### src/rtl/block_ripple_subtractor.sv
// Multi-cycle W-bit subtractor: diff = a - b, one BLK-bit ripple block per clock.
// Optional signed overflow flag (port ovf) when SUB_OVERFLOW_EN is defined.
module block_ripple_subtractor #(
  parameter int unsigned W   = 128,
  parameter int unsigned BLK = 4
) (
  input  logic         clk,
  input  logic         rst,
  input  logic         start,
  input  logic [W-1:0] a,
  input  logic [W-1:0] b,
  output logic         busy,
  output logic         done,
  output logic [W-1:0] diff,
  output logic         bout
`ifdef SUB_OVERFLOW_EN
  ,
  output logic         ovf
`endif
);

  localparam int unsigned NBLK  = W / BLK;
  localparam int unsigned IDX_W = (NBLK > 1) ? $clog2(NBLK) : 1;
  localparam logic [IDX_W-1:0] LAST_IDX = IDX_W'(NBLK - 1);

  typedef enum logic [1:0] {
    IDLE,
    RUN,
    DONE
  } state_t;

  state_t           r_state;
  state_t           w_next;
  logic [W-1:0]     r_a;
  logic [W-1:0]     r_b;
  logic [W-1:0]     r_diff;
  logic             r_borrow;
  logic             r_bout;
  logic [IDX_W-1:0] r_idx;

  logic             w_accept;
  logic             w_last;
  logic [31:0]      w_base;
  logic [BLK-1:0]   w_a_blk;
  logic [BLK-1:0]   w_b_blk;
  logic [BLK:0]     w_sum;
  logic [BLK-1:0]   w_blk_diff;
  logic             w_bout_blk;

  always_ff @(posedge clk or posedge rst) begin
    if (rst) r_state <= IDLE;
    else     r_state <= w_next;
  end

  always_comb begin
    w_next = r_state;
    case (r_state)
      IDLE:    if (start) w_next = RUN;
      RUN:     if (r_idx == LAST_IDX) w_next = DONE;
      DONE:    w_next = IDLE;
      default: w_next = IDLE;
    endcase
  end

  assign w_accept = (r_state == IDLE) && start;
  assign w_last   = (r_state == RUN) && (r_idx == LAST_IDX);

  // Captured operands stay intact; the current block is selected by shifting a copy.
  assign w_base  = 32'(r_idx) * BLK;
  assign w_a_blk = BLK'(r_a >> w_base);
  assign w_b_blk = BLK'(r_b >> w_base);

  // a - b - borrow computed as a + ~b + ~borrow; borrow out is the inverted carry.
  assign w_sum      = {1'b0, w_a_blk} + {1'b0, ~w_b_blk} + {{BLK{1'b0}}, ~r_borrow};
  assign w_blk_diff = w_sum[BLK-1:0];
  assign w_bout_blk = ~w_sum[BLK];

  always_ff @(posedge clk or posedge rst) begin
    if (rst) begin
      r_a      <= '0;
      r_b      <= '0;
      r_diff   <= '0;
      r_borrow <= 1'b0;
      r_bout   <= 1'b0;
      r_idx    <= '0;
    end else if (w_accept) begin
      r_a      <= a;
      r_b      <= b;
      r_diff   <= '0;
      r_borrow <= 1'b0;
      r_bout   <= 1'b0;
      r_idx    <= '0;
    end else if (r_state == RUN) begin
      r_diff   <= r_diff | (W'(w_blk_diff) << w_base);
      r_borrow <= w_bout_blk;
      r_idx    <= r_idx + 1'b1;
      if (w_last) r_bout <= w_bout_blk;
    end
  end

`ifdef SUB_OVERFLOW_EN
  logic r_ovf;

  always_ff @(posedge clk or posedge rst) begin
    if (rst)           r_ovf <= 1'b0;
    else if (w_accept) r_ovf <= 1'b0;
    else if (w_last)   r_ovf <= (r_a[W-1] != r_b[W-1]) && (w_blk_diff[BLK-1] != r_a[W-1]);
  end

  assign ovf = r_ovf;
`endif

  assign busy = (r_state != IDLE);
  assign done = (r_state == DONE);
  assign diff = r_diff;
  assign bout = r_bout;

endmodule

### config.mk
export PLATFORM = sky130hd
export DESIGN_NAME = block_ripple_subtractor
export DESIGN_NICKNAME = d
export VERILOG_FILES = /design/src/rtl/block_ripple_subtractor.sv
export SDC_FILE = /design/constraint.sdc
export NUM_CORES = 1
export LEC_CHECK = 0
export ABC_AREA = 1
export CORE_ASPECT_RATIO = 1.2
export CORE_MARGIN = 8
export CORE_UTILIZATION = 39
export CTS_BUF_LIST = sky130_fd_sc_hd__clkbuf_8
export CTS_CLUSTER_DIAMETER = 50
export CTS_CLUSTER_SIZE = 10
export DETAILED_ROUTE_END_ITERATION = 8
export DONT_BUFFER_PORTS = 1
export GPL_ROUTABILITY_DRIVEN = 1
export GPL_TIMING_DRIVEN = 0
export PLACE_DENSITY_LB_ADDON = 0.15
export SYNTH_ARGS = -nofsm -noshare
export SYNTH_HDL_FRONTEND = slang
export SYNTH_SLANG_ARGS = --single-unit
### constraint.sdc
create_clock -name clk -period 23.9 [get_ports clk]
set_input_delay 2.39 -clock clk [delete_from_list [all_inputs] [get_ports clk]]
set_output_delay 2.39 -clock clk [all_outputs]
set_load 0.005 [all_outputs]
# Yosys cells after proc, flatten, opt, wreduce, memory -nomap -nowiden
# Cells that the tools add are included.
# W data, S select, Z words.
# totals
reg_bits	393
wordCells	42
latchBits	0
ramBits	0
mem_count	0
mem_bits_ro	0
# op_classes
addsub	3
mul	0
bitwise	4
n_eq_ne	5
div_mod_pow	0
mux	12
order_cmp	0
reduce_logical	8
n_shift	3
# op_table
operator	n
$mux W128	2
$shr A128 B7 Y4	2
$or A128 B128 Y128	1
$shl A4 B7 Y128	1
$mux W5	2
$reduce_bool A2 Y1	3
$add A4 B4 Y5	1
$add A5 B1 Y5	1
$add A5 B1 Y5 const B	1
$eq A5 B5 Y1 const B	1
$mux W1	5
$mux W2	2
$ne A2 B2 Y1 const B	2
$not A4 Y4	1
$pmux W2 S2	1
$reduce_and A2 Y1	2
$eq A2 B1 Y1 const B	1
$eq A2 B2 Y1 const B	1
$logic_and A1 B1 Y1	2
$logic_not A2 Y1	1
$not A1 Y1	2

# Depth between registers and ports, before layout
# Gate-level depths: netlist (run 1).
# logic_depth
depth_word	8
ltp_mapped	19
ltp_nobuf	17

# Least setup slack after synthesis (run 1)
# Ideal clock, no wire load.
# synth_path
path_type	input -> register
start	input start
end	register r_diff[30], in the netlist diff[30]
path_slack_ps	20745
setup_time_ps	77
required_time_ps	23823
arrival_time_ps	3078
cell_stages	5
cell_sequence	nand2_2 buf_2 clkbuf_1 nand2_1 o21ai_1
# synth_via
elab_chain_cells	2
word_cells_on_any_way	3
classes_between	1 x mux; 2 x reduce/logical
# synth_rtl
element	line	text
start: declaration	9	input logic start,
$logic_and A1 B1 Y1 *	65	assign w_accept = (r_state == IDLE) && start;
$mux W128 / $reduce_bool A2 Y1 (equally long branches)	--	
end signal: assignment	94	r_diff <= r_diff | (W'(w_blk_diff) << w_base);
end: declaration	36	logic [W-1:0] r_diff;
# Mark *: on every way between the ends. The rest lies on a longest branch, timed or not.
# A chain may end at the register's enable or synchronous reset.

# Worst setup path in the final report (run 1)
# layout_path
start	register r_idx[0]
end	register r_diff[70], in the netlist diff[70]
# layout_via
elab_chain_cells	8
word_cells_on_any_way	9
classes_between	2 x add/sub; 3 x shift; 2 x mux; 2 x bitwise
# layout_rtl
element	line	text
start: declaration	39	logic [IDX_W-1:0] r_idx;
start signal: assignment	96	r_idx <= r_idx + 1'b1;
$shr A128 B7 Y4	71	assign w_b_blk = BLK'(r_b >> w_base);
$not A4 Y4	74	assign w_sum = {1'b0, w_a_blk} + {1'b0, ~w_b_blk} + {{BLK{1'b0}}, ~r_borrow};
$add A4 B4 Y5	74	
$add A5 B1 Y5	74	
$shl A4 B7 Y128 *	94	
$or A128 B128 Y128 *	94	
$mux W128 *	93	end else if (r_state == RUN) begin
$mux W128 *	86	end else if (w_accept) begin
# Mark *: on every way between the ends. The rest lies on a longest branch, timed or not. The select of a mux whose other input is x is not followed.

==> metrics, run 1 <==
outcome completed; Max stage delay cell, worst path clkbuf_1; reg-to-reg slack, setup 19.44 ns; drt total wl 67240 µm; fmax 224.3 MHz; worst r2r src r_idx[0]; cell seen most often among critical-path stages nand2_1; DR WL/cell 22.71 µm; top cell type's share of synthesized area 55.18%; Core ar. 0.04552 mm²; TritonRoute pass-1 iters 8; RR Endpoint diff[70]; cts hold-fix bufs 0; Hold WS 0.4794 ns; HPWL Detailed between 50000 and 60000 µm; layout cell share with drive strength beyond 1 between 8 and 9%; max-slew violations 0; clk sinks 393; worst hold path depth 2; post-route ant nets 0; Die Wd 211.2 µm; YS warnings 0; crit-path cells buf_4 > inv_4 > clkbuf_1 > nand2_1 > nand3_1 > nand2_1 > nand2_1 > nand3_1 > nor2_1 > nor2_1 > fa_1 > fa_1 > xor2_1 > nand2_1 > nor2_2 > nand2_1 > o21ai_0; setup repair bufs after CTS 0; R2R depth 17; Max-Cap Viols 0; die area 0.05283 mm²; Initial Utilization approximately two fifths; total chip power 0.002976 W; Worst setup SP type register; crit path capture diff[70]; Final Hold Viols 0; via count 15130; Via density 5.110; RSZ-0062 raised after global routing false; #FFs+latches synth 393; clock slew at reported path FFs 0.07 ns; cell count after synthesis between 2000 and 2500; vias in the first global route between 15000 and 20000; Max FO, Critical Path 10; row cnt 86; cts repair resizes 0; largest net degree at the start of global routing 120; final cell count without fillers about 3000; clock root cell clkbuf_8; clock latency on the worst-skew pair 0.64 ns; power density cells roughly 150 mW/mm²; gr ovfl total 0; Die H 250.2 µm; Nets 2591; syn_area_per_cell ~7.8 µm²; leakage power around 9.9 nW; met2 Usage GRT 43.60%; synthesized area about 0.018 mm²; post-synth cell types 28; met3 Resource Use GR 7.815%; Port Buffers 0; minimum clock period 4.458 ns; synthesized net count 2537; # fillers 4747; Worst Clk Skew 0.02488 ns; Final setup viols 0; final setup TNS 0 ns; Area growth syn-to-layout 9.926%; CTS tree yes; Critical Path Max Stage Delay 0.57 ns; first-pass GRT wire length 99240 µm; WP depth 17; DP Cell Count 2890; Worst Tran Pin Value slightly above 0.9 ns; register area share after synthesis 55.18%; htree depth 2; critical path arrival 5.01 ns; initial antenna violation count 9; CTS Buffer Depth 3; Top Ports 390; GPL Wtd Cong 0.9276; min-delay src r_a[4]; Worst EP required 24.45 ns; met1 usage 28.76%; top post-synthesis cells by area dfrtp_1 55%, nand2_1 22%, o21ai_0 5.8%; Crit Path Category reg2reg; min-delay worst type reg2reg; CP bufs+invs 3; residual DRC count 0; CP endpoint kind register; Total GRT Usage about 25%; number of DRC markers in iteration 0 ~1100; CTS buffer count 49; CP startpoint r_idx[0]; Top delay family on crit path simple AND/OR/NAND/NOR gates; crit share post-route 18.65%; Synth area leader dfrtp_1; relative slew slack 38.30%; Worst VDD drop 80.37 µV; GRT busiest layer met2
layout by cell type (no fill, tap or decap), types with 7 or more instances in the layout:
master and instances:
a21oi_1 26, buf_2 76, buf_4 11, buf_6 7, clkbuf_1 38, clkbuf_8 53
dfrtp_1 393, inv_1 146, inv_2 9, nand2_1 1029, nand3_1 139, nor2_1 90
nor2_2 8, o211ai_1 8, o21ai_0 207, o21ai_1 54
kinds of logic (layout without fill, tap and decap cells):
logic type / after synthesis / in the layout / share of synthesized area [%]
and+or+nand+nor: 1281 / 1281 / 28.47
other: 0 / 6 / 0
xor gates and xnor gates: 1 / 1 / 0.04915
AOI/OAI and AO/OA: 298 / 298 / 8.508
DFF: 393 / 393 / 55.18
adders and majority gates: 7 / 7 / 0.5756
buffers and inverters: 291 / 359 / 7.217
per-layer routing:
metal,up-vias,share of wire [%]
met1,7297,38
met3,120,8.7
met5,-,0.097
met2,542,50
met4,10,3.2
li1,7163,-
layout make-up:
type	instances	area (µm²)	area share [%]
well taps	616	770.7	3.934
inverters	153	586.8	2.995
diodes	6	15.01	0.07663
clock buffers	53	729.5	3.723
clock inverters	12	163.9	0.8366
flip-flops and latches	393	9834	50.19
multi-input cells	1587	6703	34.21
repair buffers	3	82.58	0.4215
plain buffers	138	706.9	3.608
cells in the mapped netlist:
cell	number
inv_1	142
buf_4	11
nand3_2	2
inv_4	2
clkbuf_1	38
o22ai_1	1
nor2_2	8
nor3_2	1
a31oi_1	1
o21ai_1	54
ha_1	5
buf_1	6
nor2_1	90
fa_1	2
o21ai_0	207
xor2_1	1
nor2_4	5
nand3_1	139
o21bai_1	1
a21oi_1	26
o211ai_1	8
buf_6	7
nand2_2	6
nand2_1	1029
nor3_1	1
dfrtp_1	393
inv_2	9
buf_2	76
through the flow:
step,setup slack [ns],utilization [%],area [µm²]
after floorplan,10.58,-,17820
after global placement,5.997,40.85,18590
after detailed placement,19.48,41.05,18680
after CTS,19.45,43.01,19580
after global routing,19.16,43.03,19590
final,19.44,43.05,19590
flip-flops by register name, indices dropped and copies added (netlist names):
register	flops
r_a	128
r_b	128
bout	1
r_borrow	1
r_idx	5
diff	128
r_state	2
where the power goes:
part	switching (W)	internal (W)	total, W
Clock	0.000252	0.000243	0.000495
Sequential	0.000155	0.000945	0.00110
Combinational	0.000980	0.000401	0.00138
Total	0.00139	0.00159	0.00298
how the worst min path moves through the flow:
stage,end,slack (ns)
6_report,r_a[4],0.48
5_1_grt,r_a[119],0.50
4_1_cts,r_b[33],0.48
3_5_place_dp,r_b[33],0.46
3_3_place_gp,r_b[125],0.46
2_1_floorplan,r_a[116],0.44
worst reg2reg max path, cell delays in order (launching register included):
cell,delay (ns)
dfrtp_1,0.39
buf_4,0.18
inv_4,0.11
clkbuf_1,0.57
nand2_1,0.11
nand3_1,0.11
nand2_1,0.15
nand2_1,0.10
nand3_1,0.08
nor2_1,0.14
nor2_1,0.11
fa_1,0.43
fa_1,0.47
xor2_1,0.51
nand2_1,0.24
nor2_2,0.37
nand2_1,0.14
o21ai_0,0.17
(Power assumes the default switching activity.)
==> run 2: changes to the inputs <==
Clock period 23.9 ns to 4.26 ns, I/O delays scaled along.
==> metrics, run 2 (same netlist as run 1, synthesis figures left out) <==
max-slew violations 0; Die H 250.2 µm; residual DRC count 0; GPL Wtd Cong between 0.9 and 1; clock root cell clkbuf_8; Worst VDD drop between 300 and 400 µV; fmax 243.0 MHz; crit share post-route 96.61%; Int Power between 0.009 and 0.01 W; Via density 5.055; relative slew slack 37.70%; Top Ports 390; DR WL/cell 21.67 µm; CTS buffer count between 40 and 50; htree depth 2; power density cells 761.6 mW/mm²; min-delay worst type in2reg; largest net degree at the start of global routing 43; critical path arrival 4.65 ns; Die Wd 211.2 µm; initial antenna violation count 10; layout cell share with drive strength beyond 1 approximately 7.7%; vias in the first global route ~17000; outcome completed; gr ovfl total 0; number of DRC markers in iteration 0 1274; row cnt 86; HPWL Detailed 52220 µm; leakage power 11.03 nW; flip-flop and latch area 0.009834 mm²; via count 16300; Final setup viols 0; Final Hold Viols 0; Max-Cap Viols 0; CP endpoint kind register; # fillers about 4500; final core occ 48.91%; Total GRT Usage 26.10%; Crit Path Category reg2reg; clock latency on the worst-skew pair 0.65 ns; drt total wl around 70000 µm; post-route ant nets 0; first-pass GRT wire length 104700 µm; die area 0.05283 mm²; Reg power frac 36.4%; clock slew at reported path FFs 0.07 ns; Max FO, Critical Path 10; Clock power frac 15.7%; RSZ-0062 raised after global routing true; Worst Clk Skew 0.03401 ns; met1 usage 30.61%; GRT busiest layer met2; Core ar. roughly 0.046 mm²; CTS Buffer Depth 3; met3 Resource Use GR roughly 6.2%; Port Buffers 0; Switching Fraction 46.69%; Hold WS 0.3901 ns; met2 Usage GRT between 40% and 50%; most common cell after layout, fill and taps aside nand2_1; most frequent cells in the layout 1029 x nand2_1, 393 x dfrtp_1, 257 x dlygate4sd3_1, 207 x o21ai_0, 145 x inv_1; NetSw 0.007916 W; total chip power ~0.017 W; Area growth syn-to-layout 24.89%; Comb power frac 47.9%; Initial Utilization 39.16%; minimum clock period 4.116 ns; TritonRoute pass-1 iters 5; Nets 2853; Worst EP required 4.79 ns; Worst setup SP type register; CTS tree yes; clk sinks 393; Worst Tran Pin Value 0.9325 ns; multi-input logic area between 0.006 and 0.007 mm²
## run 2: changes by cell type in the layout (fill, tap and decap cells not counted), sizes merged
cell,previous run,this run
clkbuf,91,88
inv,159,157
clkinvlp,1,3
dlygate4sd3,0,257
clkinv,1,2
buf,103,110
bufinv,4,3
diode,6,9
## run 2: worst paths after layout
| kind | slack (ns) | endpoint | from | depth (start not counted) |
|---|---|---|---|---|
| worst max register to register | 0.14 | diff[2] | r_idx[1] | 15 |
| max in group asynchronous | 1.98 | r_b[98] | rst | 7 |
| worst max-delay path | 0.14 | diff[2] | r_idx[1] | 15 |
| worst min-delay path | 0.39 | bout | start | 4 |
| min in group asynchronous | 0.48 | diff[100] | rst | 2 |
| worst min register to register | 0.48 | r_a[119] | r_a[119] | 2 |
## run 2: repair_timing
item / CTS / global route
resized for setup: 2 / 4
buffers inserted: 0 / 0
pin swaps: 0 / 0
endpoints found under the hold margin: 290 / 0
hold buffers: 257 / 0
endpoints found under the setup margin: 21 / 20
## run 2: layout make-up
class                   count  area share [%]
diodes                      9          0.1012
plain buffers             137           3.170
clock buffers              51           3.153
clock inverters            12          0.6408
inverters                 153           2.619
multi-input cells        1587           30.22
flip-flops and latches    393           44.18
well taps                 616           3.462
repair buffers            267           12.46
## run 2: power groups by stage
stage	clock [W]	sequential [W]	combinational, W
6_report	0.00266	0.00618	0.00811
2_1_floorplan	0	0.00595	0.00515
4_1_cts	0.00273	0.00617	0.00804
5_1_grt	0.00289	0.00634	0.00900
3_5_place_dp	0	0.00623	0.00776
3_3_place_gp	0	0.00622	0.00762
## run 2: stage by stage
stage / worst slack [ns] / cells / area, µm² / setup TNS [ns]
5_1_grt: -0.03581 / 3225 / 22260 / -0.1172
3_5_place_dp: -0.1718 / 2897 / 18800 / -1.535
3_3_place_gp: -3.757 / 2887 / 18600 / -1456.15
4_1_cts: 0.01471 / 3216 / 22220 / 0
6_report: 0.1444 / 3225 / 22260 / 0
2_1_floorplan: -1.454 / 2271 / 17830 / -571.37
## run 2: worst max-delay path, stage by stage (launching register included)
cell	delay, ns
dfrtp_1	0.39
buf_2	0.17
inv_2	0.15
clkbuf_1	0.57
nand3_1	0.15
nand3_1	0.14
nand3_1	0.09
nor2_1	0.14
nor2_1	0.12
fa_1	0.43
fa_1	0.56
xor2_4	0.31
nand2_2	0.14
nor2_2	0.31
nand2_1	0.14
o21ai_0	0.19
## run 2: routing by layer
layer / share of wire (%) / up-vias / routed length (µm)
met5: 0.017 / - / 12
met4: 3.8 / 2 / 2674
met1: 38 / 7847 / 26850
li1: - / 7680 / -
met2: 50 / 628 / 35110
met3: 7.5 / 145 / 5253
==> run 3: changes to the inputs <==
Settings changed: CAP_MARGIN set to 20.
==> results of run 3 <==
Final layout, timing and power as in run 2 (identical DEF).
